<file path="src/rtl/lift_call_sched_if.sv">
// rtl/lift_call_sched_if.sv - scheduler <-> lift controller handshake bundle
interface lift_call_sched_if;
  logic [2:0] elev_f_i;  // current car floor reported by the lift
  logic       busy_i;    // lift busy flag
  logic [2:0] pass_f_o;  // target floor presented to the lift
  logic       req_o;     // call strobe to the lift

  // scheduler side
  modport master (
    input  elev_f_i,
    input  busy_i,
    output pass_f_o,
    output req_o
  );

  // lift side
  modport slave (
    output elev_f_i,
    output busy_i,
    input  pass_f_o,
    input  req_o
  );
endinterface

</file>
<file path="src/rtl/lift_call_sched.sv">
// rtl/lift_call_sched.sv - collective hall-call scheduler for a single lift car (optional LIFT_CALL_CANCEL_EN adds cancel_i)
module lift_call_sched #(
  parameter int NUM_FLOORS  = 7,
  parameter int ACK_TIMEOUT = 15
) (
  input  logic                  clk,
  input  logic                  rst_n,
  lift_call_sched_if.master     lift,
  input  logic [NUM_FLOORS-1:0] call_up_i,
  input  logic [NUM_FLOORS-1:0] call_dn_i,
`ifdef LIFT_CALL_CANCEL_EN
  input  logic [NUM_FLOORS-1:0] cancel_i,
`endif
  output logic [NUM_FLOORS-1:0] pend_o,
  output logic                  dir_o
);

  localparam int CW = (ACK_TIMEOUT > 2) ? $clog2(ACK_TIMEOUT) : 1;
  localparam logic [NUM_FLOORS-1:0] ONE = NUM_FLOORS'(1);

  typedef enum logic [1:0] {
    S_IDLE   = 2'd0,
    S_SELECT = 2'd1,
    S_REQ    = 2'd2,
    S_SERVE  = 2'd3
  } state_t;

  state_t                r_state;
  state_t                w_state_nxt;
  logic [NUM_FLOORS-1:0] r_pend;
  logic [NUM_FLOORS-1:0] w_pend_nxt;
  logic                  r_dir;
  logic                  w_dir_nxt;
  logic [2:0]            r_pass_f;
  logic [2:0]            w_pass_nxt;
  logic [CW-1:0]         r_cnt;
  logic [CW-1:0]         w_cnt_nxt;
  logic [NUM_FLOORS-1:0] w_clr;
  logic [NUM_FLOORS-1:0] w_cancel;
  logic [NUM_FLOORS-1:0] w_tgt_mask;
  logic [2:0]            w_elev;
  logic                  w_at;
  logic                  w_above_ok;
  logic [2:0]            w_above;
  logic                  w_below_ok;
  logic [2:0]            w_below;

`ifdef LIFT_CALL_CANCEL_EN
  assign w_cancel = cancel_i;
`else
  assign w_cancel = '0;
`endif

  // An out-of-range car position is treated as the ground floor.
  assign w_elev = (lift.elev_f_i >= 3'd1 && int'(lift.elev_f_i) <= NUM_FLOORS)
                  ? lift.elev_f_i : 3'd1;

  assign w_tgt_mask = ONE << (r_pass_f - 3'd1);

  // A new press in the same cycle as a clear or cancel keeps the bit set.
  assign w_pend_nxt = (r_pend & ~w_clr & ~w_cancel) | call_up_i | call_dn_i;

  // Search pending floors: at the car, nearest above, nearest below.
  always_comb begin
    w_at       = 1'b0;
    w_above_ok = 1'b0;
    w_above    = 3'd1;
    w_below_ok = 1'b0;
    w_below    = 3'd1;
    for (int f = NUM_FLOORS; f >= 1; f--) begin
      if (r_pend[f-1] && f > int'(w_elev)) begin
        w_above_ok = 1'b1;
        w_above    = 3'(f);
      end
    end
    for (int f = 1; f <= NUM_FLOORS; f++) begin
      if (r_pend[f-1] && f < int'(w_elev)) begin
        w_below_ok = 1'b1;
        w_below    = 3'(f);
      end
      if (r_pend[f-1] && f == int'(w_elev)) begin
        w_at = 1'b1;
      end
    end
  end

  // Next-state, target/direction choice, ack timeout and service clear.
  always_comb begin
    w_state_nxt = r_state;
    w_dir_nxt   = r_dir;
    w_pass_nxt  = r_pass_f;
    w_cnt_nxt   = '0;
    w_clr       = '0;
    case (r_state)
      S_IDLE: begin
        if (|r_pend) w_state_nxt = S_SELECT;
      end
      S_SELECT: begin
        if (r_pend == '0) begin
          w_state_nxt = S_IDLE;
        end else begin
          w_state_nxt = S_REQ;
          if (w_at) begin
            w_pass_nxt = w_elev;
          end else if (r_dir) begin
            if (w_above_ok) begin
              w_pass_nxt = w_above;
            end else begin
              w_dir_nxt  = 1'b0;
              w_pass_nxt = w_below;
            end
          end else begin
            if (w_below_ok) begin
              w_pass_nxt = w_below;
            end else begin
              w_dir_nxt  = 1'b1;
              w_pass_nxt = w_above;
            end
          end
        end
      end
      S_REQ: begin
        if (lift.busy_i) begin
          w_state_nxt = S_SERVE;
        end else if (|(w_cancel & w_tgt_mask)) begin
          w_state_nxt = S_SELECT;
        end else if (r_cnt == CW'(ACK_TIMEOUT - 1)) begin
          w_state_nxt = S_SELECT;
        end else begin
          w_cnt_nxt = r_cnt + CW'(1);
        end
      end
      S_SERVE: begin
        if (!lift.busy_i) begin
          w_state_nxt = S_IDLE;
          if (lift.elev_f_i == r_pass_f) w_clr = w_tgt_mask;
        end
      end
      default: w_state_nxt = S_IDLE;
    endcase
  end

  // FSM state register.
  always_ff @(posedge clk or negedge rst_n) begin
    if (!rst_n) r_state <= S_IDLE;
    else        r_state <= w_state_nxt;
  end

  // Pending calls, sweep direction, target floor and ack counter.
  always_ff @(posedge clk or negedge rst_n) begin
    if (!rst_n) begin
      r_pend   <= '0;
      r_dir    <= 1'b1;
      r_pass_f <= 3'd1;
      r_cnt    <= '0;
    end else begin
      r_pend   <= w_pend_nxt;
      r_dir    <= w_dir_nxt;
      r_pass_f <= w_pass_nxt;
      r_cnt    <= w_cnt_nxt;
    end
  end

  assign lift.req_o    = (r_state == S_REQ);
  assign lift.pass_f_o = r_pass_f;
  assign pend_o        = r_pend;
  assign dir_o         = r_dir;

endmodule

</file>
<file path="src/flat_wrapper.sv">
// flat-port wrapper written by rule: the top's interface ports become plain ports
module lift_call_sched_flat 
#(
  parameter int NUM_FLOORS  = 7,
  parameter int ACK_TIMEOUT = 15
)
  (clk, rst_n, call_up_i, call_dn_i, pend_o, dir_o, lift_elev_f_i, lift_busy_i, lift_pass_f_o, lift_req_o);
  lift_call_sched_if lift_i ();
  input  logic clk;
  input  logic rst_n;
  input  logic [NUM_FLOORS-1:0] call_up_i;
  input  logic [NUM_FLOORS-1:0] call_dn_i;
  output logic [NUM_FLOORS-1:0] pend_o;
  output logic dir_o;
  input wire logic [$bits(lift_i.elev_f_i)-1:0] lift_elev_f_i;
  input wire logic [$bits(lift_i.busy_i)-1:0] lift_busy_i;
  output wire logic [$bits(lift_i.pass_f_o)-1:0] lift_pass_f_o;
  output wire logic [$bits(lift_i.req_o)-1:0] lift_req_o;
  assign lift_i.elev_f_i = lift_elev_f_i;
  assign lift_i.busy_i = lift_busy_i;
  assign lift_pass_f_o = lift_i.pass_f_o;
  assign lift_req_o = lift_i.req_o;
  lift_call_sched #(.NUM_FLOORS(NUM_FLOORS), .ACK_TIMEOUT(ACK_TIMEOUT)) u_core (.clk(clk), .rst_n(rst_n), .lift(lift_i), .call_up_i(call_up_i), .call_dn_i(call_dn_i), .pend_o(pend_o), .dir_o(dir_o));
endmodule
</file>
<file path="config.mk">
export PLATFORM = sky130hd
export DESIGN_NAME = lift_call_sched_flat
export DESIGN_NICKNAME = d
export VERILOG_FILES = /design/src/rtl/lift_call_sched_if.sv /design/src/rtl/lift_call_sched.sv /design/src/flat_wrapper.sv
export SDC_FILE = /design/constraint.sdc
export NUM_CORES = 1
export LEC_CHECK = 0
export ABC_AREA = 1
export CORE_AREA = 2 2 53 55
export CTS_CLUSTER_SIZE = 28
export DETAILED_ROUTE_END_ITERATION = 10
export DIE_AREA = 0 0 55 57
export HOLD_SLACK_MARGIN = 0.12
export PLACE_DENSITY = 0.8
export SYNTH_ARGS = -nofsm -noshare
export SYNTH_HDL_FRONTEND = slang
export SYNTH_SLANG_ARGS = --single-unit
</file>
<file path="constraint.sdc">
create_clock -name clk -period 3.85 [get_ports clk]
set_clock_uncertainty 0.05 [all_clocks]
set_input_delay 0.77 -clock clk [delete_from_list [all_inputs] [get_ports clk]]
set_output_delay 0.77 -clock clk [all_outputs]
set_load 0.005 [all_outputs]
</file>
==> key figures <==
Outcome
  – Status: finished clean

Final layout
  – Share of post-route cells with drive strength above 1: 7.41%
  – Layout Nets: 240
  – Multi-input gate area: 693 sq um
  – Post-Layout Cell Count: 247
  – Synth-to-layout area growth: 28.2%
  – Diodes inserted: 0
  – FF/Latch Area: 428 sq um
  – Fillers: 266

Synth
  – Sequential share of the synthesized area: 34.2%
  – Top-count cell post-synth: nand2_1
  – Dominant synthesized flop cell: dfrtp_1
  – Post-synth EDFFs: 0
  – Yosys top cell by area: dfrtp_1
  – Synth Instances: 184
  – Yosys synthesis warning count: 0
  – Asr flop ratio synth: 100%
  – Top-area cell type share of the netlist area: 30.0%
  – Post-synthesis cell area: approximately 1200 sq um
  – Yosys cell types: 26
  – Mapped Nets: 207
  – Flops & latches, synth: 17
  – Top post-synthesis cells by area: dfrtp_1, nand2_1, inv_1
  – Most common library cells after synthesis: nand2_1, inv_1, nor2_1, nand3_1, dfrtp_1
  – Syn avg cell area: a little under 7 sq um

Detailed routing
  – TritonRoute pass-1 iters: 4
  – DR iter-0 viols: 41
  – Vias: 1248
  – DRT antenna net count: 0
  – Drt via density: 5.05
  – WL per Instance: ~12 um
  – # DRC: 0
  – Final wirelength: between 2000 and 3000 um

Critical path
  – CP endpoint: u_core.lift.pass_f_o[1]
  – CP Launch Point: lift_elev_f_i[2]
  – Critical-path cell list: clkdlybuf4s50_1, nand2_1, inv_1, nand2_1, nand2_1, nand3_1, nand2_1, nand2_2, nand2_1, nand2_1, nand2_1, nand2_1
  – FF-to-FF setup slack: 2.13 ns
  – Critical Path RT: around 4 ns
  – Setup CP Type: in -> reg
  – CP top delay family: buffers and inverters
  – Crit path max fanout: 14
  – Worst setup EP type: flip-flop
  – Worst EP arrival: approximately 2.6 ns
  – Crit path buffers/inverters: 2
  – Max stage delay cell, worst path: clkdlybuf4s50_1
  – FF-to-FF End: u_core.pend_o[5]
  – Worst reg2reg path startpoint: u_core.lift.pass_f_o[0]
  – Max incr delay on CP: roughly 0.82 ns
  – Crit-path most repeated cell: nand2_1
  – Worst r2r path cells: 6
  – Stages on worst setup path: 12
  – Crit start category: input pin

Place
  – IO Port Bufs: 31
  – Post-Place Cells: 243
  – Post-DP HPWL: about 2300 um
  – Routability congestion estimate: 0.850

Floorplanning
  – Die area: 3140 sq um
  – # IOs: 32
  – Core Rows: 19
  – Die width: 55 um
  – Core area: 2620 sq um
  – Starting Density: 47.8%
  – Die Span Y: 57 um

Timing
  – RSZ-0062 raised after global routing: no
  – Final TNS setup: 0 ns
  – Slew margin rel.: 49.8%
  – Hold Violations, Final: 0
  – Fin crit period: about 2.4 ns
  – Final Setup Violations: 0
  – Max Slew Vio Count: 0
  – Worst-margin pin slew: about 0.75 ns
  – Period Utilization, post-route: 62.6%
  – Max Fclk: 415 MHz

Power and ir drop
  – Clock share of power: 15.2%
  – Sw Ratio: 40.5%
  – Cell Pwr Density: between 400 and 500 nW/um^2
  – Logic gate share of total power: 44.4%
  – Final Power: 0.664 mW
  – Leak Pwr: 0.805 nW
  – Maximum VDD drop: 0.000284 V
  – Power Internal: 0.395 mW
  – P_sw: 0.269 mW
  – Seq pwr share: between 40% and 50%

GRT
  – First-pass GRT wire length: around 4800 um
  – Initial antenna violation count: 0
  – Largest net degree at the start of global routing: 18
  – GRT Overall Usage: around a fifth
  – Number of global-route vias before repair: 1124
  – Final global-route overflow total: 0

Clock tree
  – Total CTS buffers: 3
  – CTS tree: done
  – # clock sinks: 17
  – Clock-pin slew on the worst setup and hold paths: 0.11 ns
  – Latest clock arrival within the worst-skew pair: roughly 0.3 ns
  – Total setup buffers inserted after CTS: 0
  – Hold Buf Count CTS: 0
  – Root cell of the clock tree: clkbuf_4
  – Clk buf depth: 2
  – H-tree levels: 1
  – PostCTS Resize Cnt: 0

Job
  – Max Cap Viol: 0

Min path
  – Worst hold path class: reg -> reg
==> stage by stage <==
step | setup WS, ns | hold slack [ns] | cell area, sq um | utilization, %
floorplan | 2.01 | 0.405 | 1250 | -
global placement | 1.20 | 0.426 | 1580 | 60.2
detailed placement | 1.14 | 0.429 | 1580 | 60.2
CTS | 1.46 | 0.449 | 1600 | 61.3
global route | 1.18 | 0.498 | 1600 | 61.3
finish | 1.44 | 0.461 | 1600 | 61.3
==> metal layers <==
metal	share of wire, %	GRT usage, %
met5	0	0
met4	0.52	2.09
met3	5.8	4.97
met2	47	32.8
met1	46	30.5
==> worst reg2reg max path, delay by kind of cell (launching register included) <==
kind                     cells  cell delay, ns
AO/OA/AOI/OAI                1            0.27
buffers and inverters        1            0.05
adder cells (fa/ha/maj)      1            0.30
flip-flops                   1            0.63
AND/OR/NAND/NOR              3            0.33
==> area by class of cell <==
cell class	count	area share [%]
clock buffer	3	1.41
inverter	28	6.56
multi-input combinational	136	43.2
sequential	17	26.7
clock inverter	1	0.312
timing repair buffer	31	19.4
tap	31	2.42
==> sequential cells by signal (all words and copies together) (netlist names) <==
signal and count:
u_core.r_cnt 4, u_core.dir_o 1, u_core.pend_o 7, u_core.lift.pass_f_o 3
u_core.r_state 2
==> cell usage in the layout (no fill, tap or decap) <==
master           count
nand2_1             49
ha_1                 3
xor2_1               2
dfrtp_1             15
nand3_2              2
a21oi_1              7
o22ai_1              1
dfstp_2              2
a21boi_0             1
nand2_2              3
clkbuf_4             3
xnor2_1              1
a31o_2               1
a21oi_4              1
nand4_1              1
o21ai_0              6
a211o_1              3
clkdlybuf4s50_1     31
nand3_1             21
nor2_1              25
o21ai_2              1
clkinv_2             1
nor3_4               1
nor3_1               6
xor2_2               1
inv_1               28
==> how the worst min path moves through the flow <==
stage	depth (start not counted)	end	start	slack, ns
after floorplan	1	u_core.r_cnt[0]	u_core.r_cnt[0]	0.40
after global placement	1	u_core.r_cnt[0]	u_core.r_cnt[0]	0.43
after detailed placement	1	u_core.r_cnt[0]	u_core.r_cnt[0]	0.43
after CTS	1	u_core.r_cnt[0]	u_core.r_cnt[0]	0.45
after global routing	1	u_core.r_cnt[0]	u_core.r_cnt[0]	0.50
final	1	u_core.r_cnt[0]	u_core.r_cnt[0]	0.46
==> kinds of logic (layout without fill, tap and decap cells) <==
kind of cell	after synthesis	after routing	synth area share (%)
AO/OA/AOI/OAI	21	21	11.1
AND/OR/NAND/NOR	108	108	37.9
flip-flops	17	17	34.2
XOR/XNOR	4	4	3.40
adder cells (fa/ha/maj)	3	3	3.00
buffers and inverters	31	63	10.3
==> power groups by stage <==
stage / combinational [mW] / clock (mW) / sequential (mW)
2_1_floorplan: 0.192 / 0 / 0.260
4_1_cts: 0.298 / 0.105 / 0.268
3_5_place_dp: 0.296 / 0 / 0.272
6_report: 0.295 / 0.101 / 0.268
5_1_grt: 0.345 / 0.111 / 0.273
3_3_place_gp: 0.290 / 0 / 0.272
(Power assumes the default switching activity.)
